$ cat src/rtl/fetch_seq_if.sv
// rtl/fetch_seq_if.sv - fetch sequencer bus bundle (PC controls, imem read, decoder handshake)
interface fetch_seq_if #(
  parameter int CNT_W = 16
);
  logic [15:0]      pc_val;
  logic [15:0]      mem_addr;
  logic             mem_rd;
  logic             mem_ready;
  logic [15:0]      mem_data;
  logic [15:0]      ir;
  logic             ir_valid;
  logic             ir_ack;
  logic             jump_bus;
  logic             jump_mdr;
  logic             halt;
  logic             pc_inc;
  logic             pc_bus_we;
  logic             pc_mdr_we;
  logic             busy;
  logic             fault;
  logic [CNT_W-1:0] fetch_count;

  modport master (
    input  pc_val, mem_ready, mem_data, ir_ack, jump_bus, jump_mdr, halt,
    output mem_addr, mem_rd, ir, ir_valid, pc_inc, pc_bus_we, pc_mdr_we,
           busy, fault, fetch_count
  );

  modport slave (
    output pc_val, mem_ready, mem_data, ir_ack, jump_bus, jump_mdr, halt,
    input  mem_addr, mem_rd, ir, ir_valid, pc_inc, pc_bus_we, pc_mdr_we,
           busy, fault, fetch_count
  );
endinterface

$ cat src/rtl/fetch_seq.sv
// rtl/fetch_seq.sv - instruction fetch sequencer driving PC strobes and the imem read handshake
module fetch_seq #(
  parameter int WAIT_LIMIT = 16,
  parameter int CNT_W      = 16
) (
  input  logic        clk,
  input  logic        rst,
  fetch_seq_if.master bus
);
  localparam int WC_W = (WAIT_LIMIT > 1) ? $clog2(WAIT_LIMIT + 1) : 1;

  typedef enum logic [2:0] {IDLE, REQ, WAIT, HOLD, FAULT} state_t;

  state_t           state;
  state_t           state_nx;
  logic [15:0]      ir_q;
  logic [CNT_W-1:0] cnt_q;
  logic [WC_W-1:0]  wait_cnt;
  logic             capture;
  logic             timeout;
  logic             leave_hold;

  // wait_cnt holds the number of earlier unanswered WAIT cycles, so this fires on the last allowed one
  assign timeout    = (WAIT_LIMIT > 0) && (int'(wait_cnt) >= WAIT_LIMIT - 1);
  assign leave_hold = bus.jump_bus | bus.jump_mdr | bus.ir_ack;

  assign bus.ir          = ir_q;
  assign bus.fetch_count = cnt_q;

  always_ff @(posedge clk or negedge rst) begin
    if (!rst) begin
      state    <= IDLE;
      ir_q     <= '0;
      cnt_q    <= '0;
      wait_cnt <= '0;
    end else begin
      state <= state_nx;
      if (capture) begin
        ir_q  <= bus.mem_data;
        cnt_q <= cnt_q + CNT_W'(1);
      end
      if (state == WAIT && !bus.mem_ready) begin
        wait_cnt <= wait_cnt + WC_W'(1);
      end else begin
        wait_cnt <= '0;
      end
    end
  end

  always_comb begin
    state_nx      = state;
    capture       = 1'b0;
    bus.mem_rd    = 1'b0;
    bus.mem_addr  = '0;
    bus.busy      = 1'b0;
    bus.pc_inc    = 1'b0;
    bus.pc_bus_we = 1'b0;
    bus.pc_mdr_we = 1'b0;
    bus.ir_valid  = 1'b0;
    bus.fault     = 1'b0;
    case (state)
      IDLE: begin
        if (!bus.halt) begin
          state_nx = REQ;
        end
      end
      REQ: begin
        bus.mem_rd   = 1'b1;
        bus.mem_addr = bus.pc_val;
        bus.busy     = 1'b1;
        state_nx     = WAIT;
      end
      WAIT: begin
        bus.mem_rd   = 1'b1;
        bus.mem_addr = bus.pc_val;
        bus.busy     = 1'b1;
        // PC increments on the same edge that captures the word it pointed at
        if (bus.mem_ready) begin
          bus.pc_inc = 1'b1;
          capture    = 1'b1;
          state_nx   = HOLD;
        end else if (timeout) begin
          state_nx = FAULT;
        end
      end
      HOLD: begin
        bus.ir_valid = 1'b1;
        if (bus.jump_bus) begin
          bus.pc_bus_we = 1'b1;
        end else if (bus.jump_mdr) begin
          bus.pc_mdr_we = 1'b1;
        end
        if (leave_hold) begin
          state_nx = bus.halt ? IDLE : REQ;
        end
      end
      FAULT: begin
        bus.fault = 1'b1;
      end
      default: begin
        state_nx = IDLE;
      end
    endcase
  end
endmodule

$ cat src/flat_wrapper.sv
// flat-port wrapper written by rule: the top's interface ports become plain ports
module fetch_seq_flat 
#(
  parameter int WAIT_LIMIT = 16,
  parameter int CNT_W      = 16
)
  (clk, rst, bus_pc_val, bus_mem_ready, bus_mem_data, bus_ir_ack, bus_jump_bus, bus_jump_mdr, bus_halt, bus_mem_addr, bus_mem_rd, bus_ir, bus_ir_valid, bus_pc_inc, bus_pc_bus_we, bus_pc_mdr_we, bus_busy, bus_fault, bus_fetch_count);
  fetch_seq_if #(.CNT_W(CNT_W)) bus_i ();
  input  logic clk;
  input  logic rst;
  input wire logic [$bits(bus_i.pc_val)-1:0] bus_pc_val;
  input wire logic [$bits(bus_i.mem_ready)-1:0] bus_mem_ready;
  input wire logic [$bits(bus_i.mem_data)-1:0] bus_mem_data;
  input wire logic [$bits(bus_i.ir_ack)-1:0] bus_ir_ack;
  input wire logic [$bits(bus_i.jump_bus)-1:0] bus_jump_bus;
  input wire logic [$bits(bus_i.jump_mdr)-1:0] bus_jump_mdr;
  input wire logic [$bits(bus_i.halt)-1:0] bus_halt;
  output wire logic [$bits(bus_i.mem_addr)-1:0] bus_mem_addr;
  output wire logic [$bits(bus_i.mem_rd)-1:0] bus_mem_rd;
  output wire logic [$bits(bus_i.ir)-1:0] bus_ir;
  output wire logic [$bits(bus_i.ir_valid)-1:0] bus_ir_valid;
  output wire logic [$bits(bus_i.pc_inc)-1:0] bus_pc_inc;
  output wire logic [$bits(bus_i.pc_bus_we)-1:0] bus_pc_bus_we;
  output wire logic [$bits(bus_i.pc_mdr_we)-1:0] bus_pc_mdr_we;
  output wire logic [$bits(bus_i.busy)-1:0] bus_busy;
  output wire logic [$bits(bus_i.fault)-1:0] bus_fault;
  output wire logic [$bits(bus_i.fetch_count)-1:0] bus_fetch_count;
  assign bus_i.pc_val = bus_pc_val;
  assign bus_i.mem_ready = bus_mem_ready;
  assign bus_i.mem_data = bus_mem_data;
  assign bus_i.ir_ack = bus_ir_ack;
  assign bus_i.jump_bus = bus_jump_bus;
  assign bus_i.jump_mdr = bus_jump_mdr;
  assign bus_i.halt = bus_halt;
  assign bus_mem_addr = bus_i.mem_addr;
  assign bus_mem_rd = bus_i.mem_rd;
  assign bus_ir = bus_i.ir;
  assign bus_ir_valid = bus_i.ir_valid;
  assign bus_pc_inc = bus_i.pc_inc;
  assign bus_pc_bus_we = bus_i.pc_bus_we;
  assign bus_pc_mdr_we = bus_i.pc_mdr_we;
  assign bus_busy = bus_i.busy;
  assign bus_fault = bus_i.fault;
  assign bus_fetch_count = bus_i.fetch_count;
  fetch_seq #(.WAIT_LIMIT(WAIT_LIMIT), .CNT_W(CNT_W)) u_core (.clk(clk), .rst(rst), .bus(bus_i));
endmodule
$ cat config.mk
export PLATFORM = sky130hd
export DESIGN_NAME = fetch_seq_flat
export DESIGN_NICKNAME = d
export VERILOG_FILES = /design/src/rtl/fetch_seq_if.sv /design/src/rtl/fetch_seq.sv /design/src/flat_wrapper.sv
export SDC_FILE = /design/constraint.sdc
export NUM_CORES = 1
export LEC_CHECK = 0
export ABC_AREA = 1
export CAP_MARGIN = 0
export CORE_ASPECT_RATIO = 1.4
export CORE_UTILIZATION = 40
export DETAILED_ROUTE_END_ITERATION = 8
export GPL_ROUTABILITY_DRIVEN = 0
export PLACE_DENSITY_LB_ADDON = 0.05
export REMOVE_ABC_BUFFERS = 1
export SYNTH_ARGS = -nofsm -noshare
export SYNTH_HDL_FRONTEND = slang
export SYNTH_SLANG_ARGS = --single-unit
$ cat constraint.sdc
create_clock -name clk -period 1.5 [get_ports clk]
set_input_delay 0.3 -clock clk [delete_from_list [all_inputs] [get_ports clk]]
set_output_delay 0.3 -clock clk [all_outputs]
set_load 0.01 [all_outputs]
# == After elaboration in Yosys (flattened, before gate mapping) ==
# Index checks and enable logic that the tools add are counted.
# totals
out_inout_bits,55
word_cells,40
register_bits,40
in_bits,39
# classes
eq_ne,7
bitwise_logic,3
reduce_logical,5
order_cmp,1
n_mux,18
n_addsub,2
# op_table
cell,count
"16-bit by 1-bit adder with 16-bit output, second input constant",1
16-bit two-way mux,1
3-bit one-hot mux with 5 select lines,1
3-bit two-way mux,4
1-bit two-way mux,11
"3-bit by 2-bit equality test with 1-bit output, second input constant",2
"5-bit by 1-bit adder with 5-bit output, second input constant",1
"5-bit by 4-bit >= comparator with 1-bit output, second input constant",1
5-bit two-way mux,1
4-bit AND reduction,1
"3-bit by 1-bit equality test with 1-bit output, second input constant",1
"3-bit equality test, second input constant",1
3-bit logical NOT,1
"3-bit by 2-bit inequality test with 1-bit output, second input constant",1
"2-bit by 1-bit inequality test with 1-bit output, second input constant",1
"2-bit inequality test, second input constant",1
1-bit bitwise OR,2
2-bit OR reduction,1
1-bit logical AND,1
1-bit logical NOT,1
1-bit NOT,1

# == Depth between registers and ports, before layout ==
# logic_depth
ltp_word,4
mapped_depth,9
ltp_nobuf,9

# == Worst setup path before layout ==
# Ideal clock, no wire load.
# synth_timing
path_type,flip-flop to output port
startpoint,reg u_core.state[2]
endpoint,out bus_mem_addr[10]
t_required_ns,1.200
path_slack_ns,0.051
arrival_time_ns,1.149
path_stages_with_launch,7
path_cell_list,dfrtp_1 -> nor2_4 -> nand2_1 -> nand2_1 -> inv_2 -> buf_6 -> nor2_1
# synth_via
elab_chain_len,3
word_cells_on_any_way,4
cone_classes,eq/ne (2); mux (1); reduce/logical (1)
# synth_lines
element,line_no,source
from (decl),fetch_seq.sv:14,state_t state;
from (signal assigned),fetch_seq.sv:37,state <= state_nx;
3-bit by 1-bit equality test with 1-bit output / 3-bit by 2-bit equality test with 1-bit output (equally long branches),fetch_seq.sv:61,case (state)
2-bit OR reduction (no source line) (*),n/a,
16-bit two-way mux (*),fetch_seq.sv:61,
to (decl),flat_wrapper.sv:18,output wire logic [$bits(bus_i.mem_addr)-1:0] bus_mem_addr;
# Every way passes the cells marked *; elsewhere a longest branch is shown, timed or not.

# == Worst setup path after layout ==
# layout_timing
startpoint,reg u_core.state[2]
endpoint,out bus_mem_addr[15]
# The elaborated chain is that of the path after synthesis.

==> run metrics <==
status=complete, but fails checks; failing checks=setup timing; clk slew on worst S/H paths=0.08 ns; global-route wire length before repair=8.54 mm; Post-Syn Area per Cell=7.51 µm²; dpl ws=-0.363 ns; Setup CP Type=reg -> out; Diodes inserted=0; initial DRC count=75; crit path capture type=primary output; antenna violations before repair=0; dpl hpwl=3.58 mm; Netlist cell types=26; met1 GRT Util=0.227; critical path startpoint category=register; drt wl/cell=11.8 µm; Slowest-stage cell, CP=dfrtp_2; fmax=613 MHz; Final Skew=0.00942 ns; Slew HR=0.789; clock buffer depth=2; Clock Latency Late Sink=0.30 ns; antenna viol nets, final=0; gr ovfl total=0; GRT busiest layer=met2; Tmin final=1.63 ns; Top-Level Pins=94; #FFs+latches synth=40; Worst Path Arrival=1.33 ns; row count=30; setup repair after global routing missed its margin=yes; Worst Tran Pin Value=0.316 ns; area growth from synthesis to final layout=69.9%; Synth warnings=0; Layout Cells excl Fill=477; critical path's largest stage delay=0.45 ns; Setup-failing EPs final=24; setup ws final=-0.131 ns; IO Port Bufs=93; worst vdd ir=0.885 mV; CTS tree=built; share of post-route cells with drive strength above 1=0.245; Synth top area share=0.478; Hold Crit Class=reg -> reg; Max-cap violations=0; synth top area cells=dfrtp_1 48%, nand2_1 18%, inv_1 7.2%; met2 global-route usage=0.345; setup_tns=-2.37 ns; Seq/Total Area, Yosys=0.478; CP startpoint=u_core.state[2]$_DFFE_PN0P_; Die ar.=0.00554 mm²; Root Driver=clkbuf_8; share of the clock period used by the worst path=1.09; nets@finish=454; Power Dens Cells=1560 mW/mm²; r2r startpoint=u_core.state[2]$_DFFE_PN0P_; Starting Density=0.423; max-slew violations=0; clock sink count=40; H-tree Lvls=2; Total Routing Usage GR=0.198; most instantiated cells after synthesis=102 x nand2_1, 40 x dfrtp_1, 40 x inv_1, 40 x nor2_1, 13 x nand3_1; WP buf/inv=2; Hold WS=0.479 ns; Mapped Area=0.00210 mm²; EDFF count, synth=0; cell type with the highest aggregate area in the netlist=dfrtp_1; drt drc=0; Core ar.=0.00495 mm²; Leak Pwr=2.04 nW; Req. time, crit path=1.20 ns; grt met3 use=0.0534; R2R Setup Slk=-0.02 ns; via count=2178; most numerous cell in the Yosys netlist=nand2_1; DRT Wirelength=5.65 mm; chip width=63.2 µm; placed insts=444; CP delay by family, top=flip-flops; TritonCTS Buffers=5; via/cell ratio=4.57; Syn Inst Count=279; Primary FF master, synth=dfrtp_1; pin count of the biggest net entering global routing=41; Die H=87.6 µm; vias in the first global route=1930; crit-path cells=nor2_4 > nand2_2 > nand2_4 > inv_8 > nor2_1 > buf_2; First-pass DRT Iterations=4; Max FO, Critical Path=16; Final Hold Fails=0; asr flop ratio synth=1.00; post-layout util=0.718; hold_sp=u_core.bus.ir[5]$_DFFE_PN0P_
## metal layers
| layer | share of wire | vias up |
|---|---|---|
| met5 | 0 | - |
| met4 | 0.016 | 0 |
| met3 | 0.066 | 5 |
| met2 | 0.49 | 76 |
| met1 | 0.43 | 994 |
| li1 | - | 1103 |
## cell usage in the layout (no fill, tap or decap), drive strengths merged
| cell type | instances |
|---|---|
| buf | 61 |
| a31oi | 1 |
| bufinv | 1 |
| xor2 | 4 |
| dlymetal6s2s | 14 |
| dfrtp | 40 |
| o21bai | 1 |
| nand4 | 4 |
| xnor2 | 5 |
| clkbuf | 8 |
| o21ai | 3 |
| dlygate4sd3 | 1 |
| nor3 | 3 |
| ha | 3 |
| clkdlybuf4s50 | 37 |
| a21oi | 3 |
| nor2 | 44 |
| nand2 | 102 |
| clkinv | 2 |
| nand3b | 1 |
| inv | 42 |
| dlygate4sd2 | 18 |
| nand3 | 15 |
## worst register-to-register path: cells and delay by family (launching register included)
family | cells | cell delay [ns]
AND/OR/NAND/NOR | 3 | 0.36
buffers and inverters | 4 | 0.53
XOR/XNOR | 1 | 0.13
flip-flops | 1 | 0.45
## kinds of logic (layout without fill, tap and decap cells)
logic type,count (synthesis),in the layout,synth area share
AOI/OAI and AO/OA,8,8,0.0209
buffers and inverters,50,184,0.106
adders and majority gates,3,3,0.0179
xor gates and xnor gates,9,9,0.0376
DFF,40,40,0.478
and+or+nand+nor,169,169,0.340
## sequential cells by signal (all words and copies together), names as in the netlist
signal,cells
u_core.bus.fetch_count,16
u_core.bus.ir,16
u_core.state,3
u_core.wait_cnt,5
## path summary, 6_finish.rpt
kind	cells past startpoint	to
max in group asynchronous	3	u_core.state[0]$_DFFE_PN0P_
worst min-delay path	2	u_core.bus.ir[5]$_DFFE_PN0P_
worst max register to register	8	u_core.bus.fetch_count[8]$_DFFE_PN0P_
worst min register to register	2	u_core.bus.ir[5]$_DFFE_PN0P_
worst max-delay path	6	bus_mem_addr[15]
min in group asynchronous	3	u_core.bus.fetch_count[7]$_DFFE_PN0P_
## where the power goes
group / total, mW / internal, mW / leakage (nW) / switching [mW]
Combinational: 2.97 / 1.49 / 1.47 / 1.49
Sequential: 1.60 / 1.39 / 0.513 / 0.214
Clock: 0.974 / 0.587 / 0.0645 / 0.387
Total: 5.55 / 3.46 / 2.04 / 2.09
## stage by stage
stage / instance area (µm²) / power, mW
2_1_floorplan: 2040 / 2.72
3_3_place_gp: 3170 / 4.27
3_5_place_dp: 3170 / 4.30
4_1_cts: 3360 / 5.29
5_1_grt: 3560 / 5.92
6_report: 3560 / 5.55
## layout make-up
| type | instances | area, µm² |
|---|---|---|
| clock buffer | 7 | 96.3 |
| clock inverter | 1 | 30.0 |
| fill | 420 | 1400 |
| inverter | 44 | 178 |
| multi-input combinational | 189 | 955 |
| sequential | 40 | 1000 |
| tap | 64 | 80.1 |
| timing repair buffer | 132 | 1220 |
## repair_timing
item,in CTS,in global routing
hold buffers,1,0
endpoints found under the hold margin,40,0
setup buffers,14,10
pin swaps,5,11
gates cloned,0,1
gates resized for setup,134,37
endpoints found under the setup margin,51,49
Power figures use the tool's default switching activity.
